[src/rtl/mem_stage_access_pkg.sv]
// Shared definitions for the M-stage memory access block: opcodes, FSM states, access sizes, decoder.
package mem_stage_access_pkg;

   localparam logic [5:0] OP_LW  = 6'h23;
   localparam logic [5:0] OP_LB  = 6'h20;
   localparam logic [5:0] OP_LBU = 6'h24;
   localparam logic [5:0] OP_LH  = 6'h21;
   localparam logic [5:0] OP_LHU = 6'h25;
   localparam logic [5:0] OP_SW  = 6'h2B;
   localparam logic [5:0] OP_SB  = 6'h28;
   localparam logic [5:0] OP_SH  = 6'h29;

   typedef enum logic [1:0] {
      ST_IDLE = 2'd0,
      ST_REQ  = 2'd1,
      ST_DONE = 2'd2
   } state_t;

   typedef enum logic [1:0] {
      SZ_BYTE = 2'd0,
      SZ_HALF = 2'd1,
      SZ_WORD = 2'd2
   } size_t;

   typedef struct packed {
      logic  is_mem;
      logic  is_load;
      logic  is_unsigned;
      size_t size;
   } mem_op_t;

   function automatic mem_op_t decode_op(input logic [5:0] op);
      mem_op_t d;
      d = '{is_mem: 1'b0, is_load: 1'b0, is_unsigned: 1'b0, size: SZ_WORD};
      case (op)
         OP_LW:   d = '{is_mem: 1'b1, is_load: 1'b1, is_unsigned: 1'b0, size: SZ_WORD};
         OP_LB:   d = '{is_mem: 1'b1, is_load: 1'b1, is_unsigned: 1'b0, size: SZ_BYTE};
         OP_LBU:  d = '{is_mem: 1'b1, is_load: 1'b1, is_unsigned: 1'b1, size: SZ_BYTE};
         OP_LH:   d = '{is_mem: 1'b1, is_load: 1'b1, is_unsigned: 1'b0, size: SZ_HALF};
         OP_LHU:  d = '{is_mem: 1'b1, is_load: 1'b1, is_unsigned: 1'b1, size: SZ_HALF};
         OP_SW:   d = '{is_mem: 1'b1, is_load: 1'b0, is_unsigned: 1'b0, size: SZ_WORD};
         OP_SB:   d = '{is_mem: 1'b1, is_load: 1'b0, is_unsigned: 1'b0, size: SZ_BYTE};
         OP_SH:   d = '{is_mem: 1'b1, is_load: 1'b0, is_unsigned: 1'b0, size: SZ_HALF};
         default: d = '{is_mem: 1'b0, is_load: 1'b0, is_unsigned: 1'b0, size: SZ_WORD};
      endcase
      return d;
   endfunction

endpackage

[src/rtl/mem_stage_access_load_extender.sv]
// Selects the addressed byte/half of a read word and sign- or zero-extends it.
// Purely combinational, zero latency, no backpressure.
module load_extender
   import mem_stage_access_pkg::*;
(
   input  logic [31:0] rdata,
   input  logic [1:0]  addr,
   input  logic [1:0]  size,
   input  logic        is_unsigned,
   output logic [31:0] ext
);

   logic [7:0]  byte_sel;
   logic [15:0] half_sel;

   always_comb begin
      byte_sel = rdata[{addr, 3'b000} +: 8];
      half_sel = addr[1] ? rdata[31:16] : rdata[15:0];
      ext      = rdata;
      case (size)
         SZ_BYTE: ext = {{24{byte_sel[7] & ~is_unsigned}}, byte_sel};
         SZ_HALF: ext = {{16{half_sel[15] & ~is_unsigned}}, half_sel};
         default: ext = rdata;
      endcase
   end

endmodule

[src/rtl/mem_stage_access.sv]
// M-stage data-memory access: decode, req/ack handshake, lane steering, load extension; stalls upstream until DONE.
// Min 2 stall cycles + 1 DONE cycle per memory op; MISALIGN_EXC_EN turns misaligned word/half accesses into bus errors.
module mem_stage_access
   import mem_stage_access_pkg::*;
#(
   parameter int unsigned TIMEOUT_CYCLES = 255
) (
   input  logic        clk,
   input  logic        reset,
   input  logic [31:0] pc_in,
   input  logic [31:0] instruction_in,
   input  logic [31:0] ALUresult_in,
   input  logic [31:0] reg_read_data2_in,
   output logic        stall,
   output logic        mem_req,
   output logic        mem_we,
   output logic [31:0] mem_addr,
   output logic [3:0]  mem_be,
   output logic [31:0] mem_wdata,
   input  logic        mem_ack,
   input  logic [31:0] mem_rdata,
   output logic [31:0] load_data_out,
   output logic        load_valid,
   output logic        bus_error,
   output logic [31:0] error_pc
);

   state_t      state_q, state_d;
   logic [31:0] wait_cnt_q, wait_cnt_d;
   logic        mem_req_q, mem_req_d, mem_we_q, mem_we_d;
   logic [31:0] mem_addr_q, mem_addr_d, mem_wdata_q, mem_wdata_d;
   logic [3:0]  mem_be_q, mem_be_d;
   logic [31:0] load_data_q, load_data_d, error_pc_q, error_pc_d, pc_q, pc_d;
   logic        load_valid_q, load_valid_d, bus_error_q, bus_error_d;
   logic        is_load_q, is_load_d, uns_q, uns_d;
   logic [1:0]  size_q, size_d, addr_lo_q, addr_lo_d;

   mem_op_t     dec;
   logic        misaligned;
   logic [3:0]  be_new;
   logic [31:0] wdata_new, ext_data;
   logic        unused_instr_bits;

   assign dec               = decode_op(instruction_in[31:26]);
   assign unused_instr_bits = ^instruction_in[25:0];

`ifdef MISALIGN_EXC_EN
   assign misaligned = dec.is_mem &&
                       ((dec.size == SZ_WORD && ALUresult_in[1:0] != 2'b00) ||
                        (dec.size == SZ_HALF && ALUresult_in[0]));
`else
   assign misaligned = 1'b0;
`endif

   // Stores steer the data onto every lane and let the byte enables pick the target.
   always_comb begin
      be_new    = 4'b1111;
      wdata_new = reg_read_data2_in;
      if (!dec.is_load) begin
         case (dec.size)
            SZ_BYTE: begin
               be_new    = 4'b0001 << ALUresult_in[1:0];
               wdata_new = {4{reg_read_data2_in[7:0]}};
            end
            SZ_HALF: begin
               be_new    = ALUresult_in[1] ? 4'b1100 : 4'b0011;
               wdata_new = {2{reg_read_data2_in[15:0]}};
            end
            default: ;
         endcase
      end
   end

   load_extender u_load_extender (
      .rdata       (mem_rdata),
      .addr        (addr_lo_q),
      .size        (size_q),
      .is_unsigned (uns_q),
      .ext         (ext_data)
   );

   always_comb begin
      state_d      = state_q;
      wait_cnt_d   = wait_cnt_q;
      mem_req_d    = mem_req_q;
      mem_we_d     = mem_we_q;
      mem_addr_d   = mem_addr_q;
      mem_be_d     = mem_be_q;
      mem_wdata_d  = mem_wdata_q;
      load_data_d  = load_data_q;
      error_pc_d   = error_pc_q;
      pc_d         = pc_q;
      is_load_d    = is_load_q;
      uns_d        = uns_q;
      size_d       = size_q;
      addr_lo_d    = addr_lo_q;
      load_valid_d = 1'b0;
      bus_error_d  = 1'b0;
      case (state_q)
         ST_IDLE: begin
            if (misaligned) begin
               state_d     = ST_DONE;
               bus_error_d = 1'b1;
               error_pc_d  = pc_in;
            end else if (dec.is_mem) begin
               state_d     = ST_REQ;
               wait_cnt_d  = '0;
               mem_req_d   = 1'b1;
               mem_we_d    = ~dec.is_load;
               mem_addr_d  = {ALUresult_in[31:2], 2'b00};
               mem_be_d    = be_new;
               mem_wdata_d = wdata_new;
               pc_d        = pc_in;
               is_load_d   = dec.is_load;
               uns_d       = dec.is_unsigned;
               size_d      = dec.size;
               addr_lo_d   = ALUresult_in[1:0];
            end
         end
         ST_REQ: begin
            // An ack wins over a timeout landing in the same cycle.
            if (mem_ack) begin
               state_d      = ST_DONE;
               mem_req_d    = 1'b0;
               load_data_d  = ext_data;
               load_valid_d = is_load_q;
            end else if (TIMEOUT_CYCLES != 0 && wait_cnt_q + 32'd1 == TIMEOUT_CYCLES) begin
               state_d     = ST_DONE;
               mem_req_d   = 1'b0;
               load_data_d = '0;
               bus_error_d = 1'b1;
               error_pc_d  = pc_q;
            end else begin
               wait_cnt_d = wait_cnt_q + 32'd1;
            end
         end
         ST_DONE: state_d = ST_IDLE;
         default: state_d = ST_IDLE;
      endcase
   end

   always_ff @(posedge clk) begin
      if (reset) begin
         state_q      <= ST_IDLE;
         wait_cnt_q   <= '0;
         mem_req_q    <= 1'b0;
         mem_we_q     <= 1'b0;
         mem_addr_q   <= '0;
         mem_be_q     <= '0;
         mem_wdata_q  <= '0;
         load_data_q  <= '0;
         error_pc_q   <= '0;
         pc_q         <= '0;
         is_load_q    <= 1'b0;
         uns_q        <= 1'b0;
         size_q       <= '0;
         addr_lo_q    <= '0;
         load_valid_q <= 1'b0;
         bus_error_q  <= 1'b0;
      end else begin
         state_q      <= state_d;
         wait_cnt_q   <= wait_cnt_d;
         mem_req_q    <= mem_req_d;
         mem_we_q     <= mem_we_d;
         mem_addr_q   <= mem_addr_d;
         mem_be_q     <= mem_be_d;
         mem_wdata_q  <= mem_wdata_d;
         load_data_q  <= load_data_d;
         error_pc_q   <= error_pc_d;
         pc_q         <= pc_d;
         is_load_q    <= is_load_d;
         uns_q        <= uns_d;
         size_q       <= size_d;
         addr_lo_q    <= addr_lo_d;
         load_valid_q <= load_valid_d;
         bus_error_q  <= bus_error_d;
      end
   end

   // Stall is decoded combinationally so a memory op freezes the pipe in its first cycle.
   assign stall         = ~reset & ((state_q == ST_IDLE && dec.is_mem) || state_q == ST_REQ);
   assign mem_req       = mem_req_q;
   assign mem_we        = mem_we_q;
   assign mem_addr      = mem_addr_q;
   assign mem_be        = mem_be_q;
   assign mem_wdata     = mem_wdata_q;
   assign load_data_out = load_data_q;
   assign load_valid    = load_valid_q;
   assign bus_error     = bus_error_q;
   assign error_pc      = error_pc_q;

endmodule

[config.mk]
export PLATFORM = sky130hd
export DESIGN_NAME = mem_stage_access
export DESIGN_NICKNAME = d
export VERILOG_FILES = /design/src/rtl/mem_stage_access_pkg.sv /design/src/rtl/mem_stage_access_load_extender.sv /design/src/rtl/mem_stage_access.sv
export SDC_FILE = /design/constraint.sdc
export NUM_CORES = 1
export LEC_CHECK = 0
export BUFFER_PORTS_ARGS = -buffer_cell sky130_fd_sc_hd__clkbuf_2
export CORE_MARGIN = 2
export CORE_UTILIZATION = 47
export CTS_CLUSTER_SIZE = 16
export DETAILED_ROUTE_END_ITERATION = 10
export HOLD_SLACK_MARGIN = 0.08
export PLACE_DENSITY = 0.85
export SYNTH_ARGS = -nofsm -noshare
export SYNTH_HDL_FRONTEND = slang
export SYNTH_SLANG_ARGS = --single-unit
[constraint.sdc]
create_clock -name clk -period 3.25 [get_ports clk]
set_input_delay 0.325 -clock clk [delete_from_list [all_inputs] [get_ports clk]]
set_output_delay 0.325 -clock clk [all_outputs]
set_load 0.1 [all_outputs]
* After elaboration in Yosys (flattened, before gate mapping)
Cells that the tools add are included.
** Storage, ports and cells
- Register bits :: 206
- Input bits :: 163
- Logic and storage cells :: 81
** Cells by class
- $add $sub $neg :: 1
- Equal/unequal tests :: 16
- Shifts and indexed selects :: 2
- Muxes and demuxes :: 23
- Bitwise gates (word level) :: 8
- Reductions and logical operators :: 15
** Operators with widths (number)
- $mux 32 :: 6
- $pmux 32 s2 :: 3
- $eq 6x6->1 const B :: 8
- $pmux 5 s8 :: 1
- $add 32x1->32 const B :: 1
- $eq 32x8->1 const B :: 1
- $shiftx 32x6->8 :: 1
- $mux 16 :: 1
- $mux 4 :: 2
- $pmux 4 s2 :: 1
- $eq 2x1->1 const B :: 3
- $logic_not 2->1 :: 3
- $mux 2 :: 3
- $ne 2x2->1 const B :: 3
- $reduce_and 2->1 :: 3
- $reduce_and 3->1 :: 2
- $reduce_or 3->1 :: 2
- $not 1->1 :: 5
- $mux 1 :: 4
- $pmux 2 s2 :: 1
- $reduce_and 4->1 :: 1
- $reduce_bool 2->1 :: 2
- $shl 1x2->4 const A :: 1
- $and 1x1->1 :: 3
- 4 further kinds :: 4

* Depth between registers and ports, before layout
Gate-level depths: netlist of run 1.
- Depth in word-level cells :: 5
- Depth in mapped cells :: 13
- Mapped depth without buffers :: 9

* Cells and area by module
A second synthesis of run 1 with hierarchy kept.
** Unflattened totals
- Cells, all modules :: 1119
- Area, all modules :: 9217.6 µm²
** By module, submodules not included
- mem_stage_access :: times used 1, cells each 997, area an instance 8523.2 µm², seq. area each 4124.0 µm²
- load_extender :: times used 1, cells each 122, area an instance 694.4 µm², seq. area each 0.0 µm²

* Worst setup path before layout of run 1
No wires, ideal clock.
- Kind :: input-to-output
- Start point :: in instruction_in[30]
- End point :: out stall
- Arrival :: 2980 ps
- Required time :: 2925 ps
- Setup slack :: -55 ps
- Stages on the path :: 5
- Buffers on the path :: 2
- Path through :: nand2b_1 or4_1 clkbuf_1 clkbuf_1 a21oi_1
** On the way
- Longest elaborated chain between the ends :: 5
- Elaborated cells on any way between the ends :: 12
- Classes of those cells :: eq/ne: 8; mux: 1; bitwise: 1; reduce/logical: 2
** Ends and longest elaborated chain
- start: declaration :: RTL line mem_stage_access.sv:11 : input logic [31:0] instruction_in,
- $eq 6x6->1 :: RTL line mem_stage_access_pkg.sv:35 : case (op)
- $pmux 5 s8 (*) :: RTL line mem_stage_access_pkg.sv:35
- $logic_and 1x1->1 (*) :: RTL line mem_stage_access.sv:181 : assign stall = ~reset & ((state_q == ST_IDLE && dec.is_mem) || state_q == ST_REQ);
- $logic_or 1x1->1 (*) :: RTL line mem_stage_access.sv:181
- $and 1x1->1 (*) :: RTL line mem_stage_access.sv:181
- end: declaration :: RTL line mem_stage_access.sv:14 : output logic stall,
Mark *: on every way between the ends. The rest lies on a longest branch, timed or not.

* Worst setup path in the final report of run 1
- Start point :: reg wait_cnt_q[0]
- End point :: reg error_pc_q[23] (netlist: error_pc[23])
** On the way
- Longest elaborated chain between the ends :: 3
** Ends and longest elaborated chain
- start: declaration :: RTL line mem_stage_access.sv:29 : logic [31:0] wait_cnt_q, wait_cnt_d;
- start signal: assignment :: RTL line mem_stage_access.sv:162 : wait_cnt_q <= wait_cnt_d;
- $add 32x1->32 :: RTL line mem_stage_access.sv:127 : end else if (TIMEOUT_CYCLES != 0 && wait_cnt_q + 32'd1 == TIMEOUT_CYCLES) begin
- $eq 32x8->1 :: RTL line mem_stage_access.sv:127
- $reduce_and 3->1 (no line)
- end signal: assignment :: RTL line mem_stage_access.sv:169 : error_pc_q <= error_pc_d;
- end: declaration :: RTL line mem_stage_access.sv:33 : logic [31:0] load_data_q, load_data_d, error_pc_q, error_pc_d, pc_q, pc_d;
Every way passes these cells.
A chain may end at the register's enable or synchronous reset.

==> flow_summary.json, run 1 <==
{
  "status": "finished, final reports clean",
  "critPathLaunch": "wait_cnt_q[0]",
  "ios": 300,
  "grt_pass1_wl_um": 54200,
  "period_needed_ns": 3.13,
  "finish.utilization_pct": 65.7,
  "dpl.hpwl_um": 21400,
  "via_per_inst": 5.86,
  "drt_iter0_drc": 928,
  "rows": 52,
  "synth_flop_cell": "dfxtp_1",
  "cts_buffers": 23,
  "synth_cell_types": 73,
  "routedWlPerCell_um": 18.7,
  "routed-via-count": 10904,
  "p_leak_nw": 5.59,
  "rrSetupSlack_ns": 0.12,
  "h-tree-depth": 1,
  "antenna_found_initial": 2,
  "syn_avg_cell_area_sq_um": 7.80,
  "cts_tree": "yes",
  "antenna_left": 0,
  "cp_slowest_cell": "or4b_2",
  "layout-drive-gt1-share_pct": 29.5,
  "max_freq_mhz": 320,
  "cts_sinks": 206,
  "fin_nets": 1739,
  "critPathRequiredTime_ns": 3.70,
  "power_density_nw_per_um2": 484,
  "path_class": "reg2reg",
  "ys_seq_area_share_pct": 42.9,
  "cpPeakStageDelay_ns": 0.61,
  "drt_pass1_iterations": 5,
  "grt-ovfl-total": 0,
  "tightest_slew_ns": 1.03,
  "netSwitchingFraction_pct": 28.7,
  "synth_enable_flop_cells": 0,
  "routabilityCongestion": 0.940,
  "maxCapViolations": 0,
  "multi_input_area_sq_um": 4960,
  "die_h_um": 147,
  "synthCells": 1232,
  "maxSlewViolCount": 0,
  "cp_max_fo": 32,
  "hold_class": "in2reg",
  "slew_headroom_pct": 30.7,
  "port_buffers": 271,
  "post-place-ws_ns": 0.0483,
  "totalWireLength_um": 34800,
  "nFillCells": 1580,
  "first_global_vias": 10478,
  "setup_slack_ns": 0.123,
  "grtUsageTotal_pct": 30.5,
  "die_area_sq_um": 21600,
  "netlist_area_sq_um": 9610,
  "root_buffer": "clkbuf_16",
  "die_x_um": 147,
  "clockBufferDepth": 3,
  "async_flop_share_pct": 0,
  "ir_drop_uv": 493,
  "synth_seq_cells": 206,
  "worstRegToRegCells": 11,
  "drc": 0,
  "post-place-cells": 1732,
  "grt_max_degree": 75,
  "seqPwrFrac_pct": 41.0,
  "hold_viol": 0,
  "skew_ns": 0.0124,
  "r2r-end": "error_pc[23]",
  "crit_end": "error_pc[23]",
  "p_comb_share_pct": 14.6,
  "min_period_over_period_pct": 96.2,
  "finalSetupViolCount": 0,
  "area_delta_synth_final_pct": 37.8,
  "timing.rr.start": "wait_cnt_q[0]",
  "internal_power_mw": 4.57,
  "crit_chain": "ha_2 -> buf_4 -> a21boi_0 -> or4b_2 -> o311ai_2 -> nand4_1 -> nor4b_4 -> and4b_2 -> buf_12 -> nand3_1 -> a21oi_2",
  "power_mw": 6.41,
  "clkPwrFrac_pct": 44.4,
  "stdcell_count": 1861,
  "core-area_sq_um": 20200,
  "cp-end-kind": "flip-flop",
  "clkLatencyLatePin_ns": 0.53,
  "area.sequential_sq_um": 4130,
  "start_kind": "flip-flop",
  "start_util_pct": 47.7,
  "critPathArrivalTime_ns": 3.58,
  "synth.yosys.warnings": 0,
  "path_clk_slew_ns": 0.06,
  "netSwitchingPower_mw": 1.84
}
==> power groups by stage <==
stage	clock, mW	combinational (mW)	sequential [mW]
after floorplan	0	0.247	3.02
after global placement	0	0.818	2.68
after detailed placement	0	0.828	2.68
after CTS	2.85	0.912	2.62
after global routing	2.96	0.976	2.63
final	2.84	0.935	2.63
==> layout by cell type (no fill, tap or decap), types with 32 or more instances in the layout <==
cell type / n
clkbuf_2: 270
nand2_1: 243
dfxtp_1: 202
a21oi_1: 167
dlygate4sd3_1: 85
buf_4: 74
o21ai_0: 68
nand3_1: 58
inv_1: 35
nor2_1: 33
a31o_2: 32
==> kinds of logic (layout without fill, tap and decap cells) <==
family / Yosys count / in the layout / synth area share (%)
compound gates: 374 / 374 / 24.5
xor+xnor: 9 / 9 / 0.820
fa+ha+maj: 2 / 2 / 0.260
buf+inv: 154 / 510 / 6.46
flops: 206 / 206 / 42.9
mux: 11 / 11 / 1.29
other cells: 1 / 4 / 0.0390
simple gates: 475 / 475 / 23.8
==> critical path: cells and delay by family (launching register included) <==
kind	cells	cell delay, ns
AO/OA/AOI/OAI	3	0.47
AND/OR/NAND/NOR	5	1.68
adder cells (fa/ha/maj)	1	0.19
flip-flops	1	0.34
buffers and inverters	2	0.36
==> Yosys cell counts, drive strengths merged, types with 7 or more instances <==
library cell  instances  share of area, %
or3                   9              0.59
nor3                 29               1.6
clkbuf               82               3.2
xnor2                 7              0.64
a21oi               171               8.9
o31ai                 7              0.55
nand3                58               3.0
nor2                 34               1.3
o41ai                 7              0.87
inv                  36               1.4
nand4b                7              0.70
a221oi                7              0.64
a31oi                10              0.65
nand4                24               1.8
o21ai                75               4.0
a211oi               11              0.99
buf                  36               1.8
nand2b                7              0.46
nand2               243               9.5
nor4                 21               1.4
a22o                  8              0.73
dfxtp               206                43
o221a                10               1.2
and3                 10              0.65
a31o                 32               2.9
mux2i                 9              0.94
==> how the worst min path moves through the flow <==
stage	end	depth (start not counted)	start
after floorplan	load_valid	1	is_load_q
after global placement	mem_addr[31]	2	mem_addr[31]
after detailed placement	mem_addr[9]	2	mem_addr[9]
after CTS	mem_wdata[6]	3	reg_read_data2_in[6]
after global routing	mem_wdata[6]	3	reg_read_data2_in[6]
final	mem_wdata[6]	3	reg_read_data2_in[6]
==> through the flow <==
step | TNS (ns) | area (sq um) | hold slack [ns]
final | 0 | 13200 | 0.114
after global routing | -0.0141 | 13200 | 0.102
after CTS | 0 | 13100 | 0.0860
after detailed placement | 0 | 11500 | 0.445
after global placement | 0 | 11500 | 0.442
after floorplan | 0 | 9620 | 0.430
==> registers in the layout (all words and copies together), names as in the netlist <==
register and cells:
addr_lo_q 2, bus_error 1, error_pc 32, is_load_q 1
load_data_out 32, load_valid 1, mem_addr 30, mem_be 4
mem_req 1, mem_wdata 32, mem_we 1, pc_q 32
size_q 2, state_q 2, uns_q 1, wait_cnt_q 32
==> repair_timing <==
item / 4_1_cts / 5_1_grt
setup endpoints to repair: 0 / 89
hold buffers: 85 / 0
gates resized for setup: 0 / 20
hold endpoints to repair: 85 / 0
setup buffers: 0 / 2
==> metal layers <==
| metal | global-route usage (%) | routed length [um] |
|---|---|---|
| met5 | 0 | 0 |
| met3 | 6.15 | 3180 |
| met1 | 38.4 | 13500 |
| met4 | 13.3 | 1390 |
| met2 | 51.0 | 16700 |
==> layout make-up <==
cell class              instances  share of cell area, %
clock inverters                10                   1.34
flip-flops and latches        206                   31.2
diodes                          2                 0.0378
clock buffers                  30                   4.85
repair buffers                434                   21.6
well taps                     270                   2.55
multi-input cells             873                   37.4
inverters                      36                   1.02
No activity file was read; power rests on OpenSTA's default activity.
==> inputs of run 2 (changes only) <==
--- a/config.mk
+++ b/config.mk
@@ -6,12 +6,15 @@
 export NUM_CORES = 1
 export LEC_CHECK = 0
 export BUFFER_PORTS_ARGS = -buffer_cell sky130_fd_sc_hd__clkbuf_2
+export CELL_PAD_IN_SITES_DETAIL_PLACEMENT = 2
+export CELL_PAD_IN_SITES_GLOBAL_PLACEMENT = 2
 export CORE_MARGIN = 2
-export CORE_UTILIZATION = 47
+export CORE_UTILIZATION = 26
 export CTS_CLUSTER_SIZE = 16
 export DETAILED_ROUTE_END_ITERATION = 10
 export HOLD_SLACK_MARGIN = 0.08
 export PLACE_DENSITY = 0.85
+export SLEW_MARGIN = 15
 export SYNTH_ARGS = -nofsm -noshare
 export SYNTH_HDL_FRONTEND = slang
 export SYNTH_SLANG_ARGS = --single-unit
==> run 2 against run 1 <==
  * Global-route usage down 6.0 points
  * Largest power group unchanged
  * Wire length up 50%
  * Register-to-register slack worse by 0.52 ns
  * First-iteration DRC count down 23%
  * The run now ends with setup timing left
  * Core utilization down 28 points
==> flow_summary.json, run 2 (same netlist as run 1, synthesis figures left out) <==
{
  "maxSlewViolCount": 0,
  "grt_max_degree": 76,
  "multi_input_area_sq_um": 5060,
  "post-place-ws_ns": -0.0533,
  "start_util_pct": 26.3,
  "grt-ovfl-total": 0,
  "finish.utilization_pct": 38.1,
  "die_area_sq_um": 38500,
  "netSwitchingPower_mw": 2.05,
  "ios": 300,
  "p_leak_nw": 5.78,
  "cts_tree": "yes",
  "grtUsageTotal_pct": 24.5,
  "hold_viol": 0,
  "cp_max_fo": 12,
  "path_class": "reg2reg",
  "path_clk_slew_ns": 0.08,
  "maxCapViolations": 0,
  "power_density_nw_per_um2": 498,
  "routedWlPerCell_um": 25.2,
  "max_freq_mhz": 274,
  "seqPwrFrac_pct": 38.0,
  "drc": 0,
  "die_h_um": 196,
  "rows": 70,
  "area_delta_synth_final_pct": 44.9,
  "setup_slack_ns": -0.402,
  "post-place-cells": 1933,
  "start_kind": "flip-flop",
  "tightest_slew_ns": 1.16,
  "slew_headroom_pct": 22.4,
  "ir_drop_uv": 371,
  "h-tree-depth": 1,
  "internal_power_mw": 4.89,
  "clkPwrFrac_pct": 47.7,
  "final_cell_mix": "clkbuf_2 (270), nand2_1 (243), dfxtp_1 (198)",
  "finalSetupViolCount": 87,
  "drt_pass1_iterations": 7,
  "final_common_cell": "clkbuf_2",
  "routabilityCongestion": 0.859,
  "port_buffers": 271,
  "violations": "setup timing",
  "skew_ns": 0.0247,
  "drt_iter0_drc": 711,
  "stdcell_count": 2077,
  "antenna_found_initial": 3,
  "p_comb_share_pct": 14.3,
  "setup_tns_ns": -18.21,
  "totalWireLength_um": 52300,
  "nFillCells": 4041,
  "routed-via-count": 11518,
  "period_needed_ns": 3.65,
  "root_buffer": "clkbuf_16",
  "clkLatencyLatePin_ns": 0.56,
  "via_per_inst": 5.55,
  "core-area_sq_um": 36500,
  "critPathRequiredTime_ns": 3.68,
  "netSwitchingFraction_pct": 29.5,
  "antenna_left": 0,
  "cp-end-kind": "flip-flop",
  "status": "complete, but fails checks",
  "fin_nets": 1755,
  "hold_class": "in2reg",
  "area.sequential_sq_um": 4130,
  "clockBufferDepth": 3,
  "die_x_um": 196,
  "first_global_vias": 12556,
  "min_period_over_period_pct": 112,
  "dpl.hpwl_um": 28300,
  "critPathArrivalTime_ns": 4.08,
  "grt_pass1_wl_um": 74500,
  "rsz0062_at_grt": "true",
  "cts_sinks": 206,
  "cts_buffers": 26,
  "power_mw": 6.94,
  "layout-drive-gt1-share_pct": 31.3
}
[run 2: changes by cell type in the layout (fill, tap and decap cells not counted), moves of 3 or more]
cell	delta
clkbuf_16	+8
dfxtp_1	-4
dfxtp_2	+4
nor4_1	-4
nor4_2	+4
buf_4	+3
o21ai_4	+3
[run 2: what timing repair did]
| action | 4_1_cts | 5_1_grt |
|---|---|---|
| hold endpoints to repair | 92 | 0 |
| gates cloned | 0 | 6 |
| hold buffers | 86 | 0 |
| pin swaps | 0 | 7 |
| endpoints found under the setup margin | 60 | 93 |
| resized for setup | 2 | 44 |
| buffers inserted | 0 | 5 |
[run 2: worst paths after layout]
path / from / to / slack, ns / depth (start not counted)
hold / removal: instruction_in[28] / uns_q / 0.11 / 3
hold reg to reg: mem_addr[27] / mem_addr[27] / 0.46 / 2
setup reg to reg: wait_cnt_q[2] / load_data_out[4] / -0.40 / 10
setup / recovery: wait_cnt_q[2] / load_data_out[4] / -0.40 / 10
[run 2: per-layer routing]
| metal | routed length (um) | global-route usage (%) | vias to the layer above |
|---|---|---|---|
| li1 | - | - | 5102 |
| met1 | 20000 | 27.2 | 5763 |
| met2 | 26500 | 44.7 | 471 |
| met3 | 3360 | 5.88 | 178 |
| met4 | 2440 | 10.3 | 4 |
| met5 | 30 | 0.255 | - |
[run 2: critical path, stage by stage (launching register included)]
cell	delay, ns
dfxtp_2	0.48
nand4_1	0.15
buf_4	0.22
or3_1	0.37
o21ai_0	0.34
nand4b_1	0.36
nor4_2	0.53
and4b_2	0.44
o21ai_4	0.15
clkbuf_16	0.22
a31o_2	0.25
[run 2: power groups by stage]
stage,Clock [mW],Combinational (mW),Sequential [mW]
2_1_floorplan,0,0.247,3.02
3_3_place_gp,0,0.840,2.68
3_5_place_dp,0,0.859,2.68
4_1_cts,3.32,0.955,2.63
5_1_grt,3.47,1.04,2.64
6_report,3.31,0.994,2.64
[run 2: final cells by class]
class | count | area share [%]
inverter | 36 | 0.970
antenna | 1 | 0.0180
multi-input combinational | 873 | 36.3
timing repair buffer | 447 | 22.0
sequential | 206 | 29.7
clock inverter | 11 | 1.36
clock buffer | 35 | 5.50
tap | 468 | 4.20
[run 2: stage by stage]
stage	area, sq um	hold WS, ns
floorplan	9620	0.430
global placement	11800	0.442
detailed placement	11800	0.450
CTS	13600	0.0968
global route	13900	0.118
finish	13900	0.108
==> inputs of run 3 (changes only) <==
--- a/config.mk
+++ b/config.mk
@@ -5,15 +5,16 @@
 export SDC_FILE = /design/constraint.sdc
 export NUM_CORES = 1
 export LEC_CHECK = 0
+export ABC_CLOCK_PERIOD_IN_PS = 3400
 export BUFFER_PORTS_ARGS = -buffer_cell sky130_fd_sc_hd__clkbuf_2
 export CELL_PAD_IN_SITES_DETAIL_PLACEMENT = 2
 export CELL_PAD_IN_SITES_GLOBAL_PLACEMENT = 2
 export CORE_MARGIN = 2
-export CORE_UTILIZATION = 26
+export CORE_UTILIZATION = 28
 export CTS_CLUSTER_SIZE = 16
 export DETAILED_ROUTE_END_ITERATION = 10
 export HOLD_SLACK_MARGIN = 0.08
-export PLACE_DENSITY = 0.85
+export PLACE_DENSITY = 0.87
 export SLEW_MARGIN = 15
 export SYNTH_ARGS = -nofsm -noshare
 export SYNTH_HDL_FRONTEND = slang
==> constraint.sdc (replaced) <==
create_clock -name clk -period 3.4 [get_ports clk]
set_input_delay 0.34 -clock clk [delete_from_list [all_inputs] [get_ports clk]]
set_output_delay 0.34 -clock clk [all_outputs]
set_load 0.1 [all_outputs]
==> run 3 against run 2 <==
  * Final area down 3.0%
  * Largest power group unchanged
  * Sequential cell count unchanged
  * Die area down 7.0%
  * Critical path type unchanged
  * Non-clock buffer count down 28
  * First-iteration DRC count up 5.3%
  * Hold slack worse by 0.019 ns
  * The flow still finishes with violations (setup timing)
==> flow_summary.json, run 3 (same netlist as run 1, synthesis figures left out) <==
{
  "via_per_inst": 5.78,
  "netSwitchingPower_mw": 1.99,
  "grtUsageTotal_pct": 29.2,
  "whs_path_depth": 3,
  "tightest_slew_ns": 0.933,
  "p_leak_nw": 5.59,
  "start_util_pct": 28.5,
  "fin_nets": 1726,
  "crit_chain": "ha_4 -> nand4_1 -> buf_6 -> or4_4 -> o21ai_1 -> nand2_1 -> nor4b_4 -> buf_4 -> nand4b_4 -> buf_12 -> o21ai_0 -> a21oi_1",
  "critPathArrivalTime_ns": 3.93,
  "status": "complete, but fails checks",
  "die_h_um": 189,
  "root_buffer": "clkbuf_16",
  "first_global_vias": 13162,
  "die_area_sq_um": 35800,
  "core-area_sq_um": 33700,
  "power_density_nw_per_um2": 481,
  "h-tree-depth": 1,
  "routedWlPerCell_um": 27.0,
  "multi_input_area_sq_um": 5020,
  "start_kind": "flip-flop",
  "clkLatencyLatePin_ns": 0.55,
  "hold_viol": 0,
  "skew_ns": 0.0231,
  "slew_headroom_pct": 37.2,
  "rows": 67,
  "finish.utilization_pct": 40.1,
  "seqPwrFrac_pct": 38.8,
  "ios": 300,
  "cp-end-kind": "flip-flop",
  "max_freq_mhz": 283,
  "clkPwrFrac_pct": 46.6,
  "ir_drop_uv": 438,
  "cp_slowest_cell": "or4_4",
  "period_needed_ns": 3.54,
  "maxCapViolations": 0,
  "cts_tree": "yes",
  "min_period_over_period_pct": 104,
  "cp_max_fo": 32,
  "netSwitchingFraction_pct": 30.6,
  "path_clk_slew_ns": 0.08,
  "antenna_found_initial": 4,
  "post-place-ws_ns": 0.0557,
  "final_cell_mix": "clkbuf_2 (270), nand2_1 (243), dfxtp_1 (199)",
  "grt_pass1_wl_um": 82200,
  "layout-drive-gt1-share_pct": 30.1,
  "grt-ovfl-total": 0,
  "worstRegToRegCells": 12,
  "cts_sinks": 206,
  "drt_iter0_drc": 749,
  "cpPeakStageDelay_ns": 0.56,
  "finalSetupViolCount": 43,
  "maxSlewViolCount": 0,
  "grt_max_degree": 77,
  "area.sequential_sq_um": 4130,
  "routed-via-count": 11747,
  "drt_pass1_iterations": 5,
  "nFillCells": 3790,
  "violations": "setup timing",
  "die_x_um": 189,
  "holdWs_ns": 0.0892,
  "antenna_left": 0,
  "p_comb_share_pct": 14.6,
  "path_class": "reg2reg",
  "area_delta_synth_final_pct": 40.6,
  "setup_slack_ns": -0.137,
  "port_buffers": 271,
  "routabilityCongestion": 0.844,
  "internal_power_mw": 4.52,
  "cts_buffers": 25,
  "clockBufferDepth": 3,
  "hold_class": "in2reg",
  "critPathRequiredTime_ns": 3.79,
  "dpl.hpwl_um": 28300,
  "final_common_cell": "clkbuf_2",
  "setup_tns_ns": -2.02,
  "totalWireLength_um": 54900,
  "drc": 0
}
run 3: cell count changes in the layout (fill, tap and decap cells not counted), sizes merged, moves of 2 or more:
cell,before,now
dlygate4sd3,86,80
diode,1,3
clkinvlp,2,0
buf,87,68
bufinv,5,3
run 3: layout make-up:
cell class | instances | area share [%]
Multi-Input combinational cell | 873 | 37.2
Sequential cell | 206 | 30.6
Timing Repair Buffer | 419 | 20.4
Clock buffer | 37 | 5.70
Tap cell | 448 | 4.15
Clock inverter | 9 | 1.00
Inverter | 36 | 1.00
Antenna cell | 3 | 0.0555
run 3: power by group through the flow:
stage | registers [mW] | logic, mW | clock network [mW]
global placement | 2.56 | 0.799 | 0
floorplan | 2.89 | 0.236 | 0
detailed placement | 2.57 | 0.822 | 0
finish | 2.52 | 0.953 | 3.03
CTS | 2.51 | 0.911 | 3.00
global route | 2.53 | 0.991 | 3.16
run 3: worst max-delay path: cells and delay by family (launching register included):
family	cells	cell delay [ns]
adder cells (fa/ha/maj)	1	0.18
AND/OR/NAND/NOR	5	1.43
buffers and inverters	3	0.61
AO/OA/AOI/OAI	3	0.74
flip-flops	1	0.41
run 3: metrics by stage:
| step | total power [mW] | instances | instance area, sq um |
|---|---|---|---|
| floorplan | 3.13 | 1233 | 9620 |
| global placement | 3.36 | 1899 | 11600 |
| detailed placement | 3.39 | 1899 | 11600 |
| CTS | 6.42 | 2025 | 13300 |
| global route | 6.68 | 2030 | 13500 |
| finish | 6.51 | 2031 | 13500 |
run 3: what timing repair did:
item | CTS | global route
setup endpoints to repair | 36 | 93
endpoints found under the hold margin | 80 | 0
gates resized for setup | 3 | 38
hold buffers | 80 | 0
cloned | 0 | 1
buffers inserted | 0 | 2
pin swaps | 0 | 3
run 3: metal layers:
layer,wire (um),track usage (%),vias up,part of all wire [%]
met5,11,0,-,0.020
met4,2920,14.6,2,5.3
met3,3390,6.25,218,6.2
li1,-,-,5033,-
met2,27900,52.4,555,51
met1,20700,32.6,5939,38
run 3: worst paths after layout:
| check | from | to | slack [ns] |
|---|---|---|---|
| setup / recovery | wait_cnt_q[0] | error_pc[2] | -0.14 |
| hold / removal | reg_read_data2_in[9] | mem_wdata[9] | 0.09 |
| setup reg to reg | wait_cnt_q[0] | error_pc[2] | -0.14 |
| hold reg to reg | mem_wdata[3] | mem_wdata[3] | 0.45 |
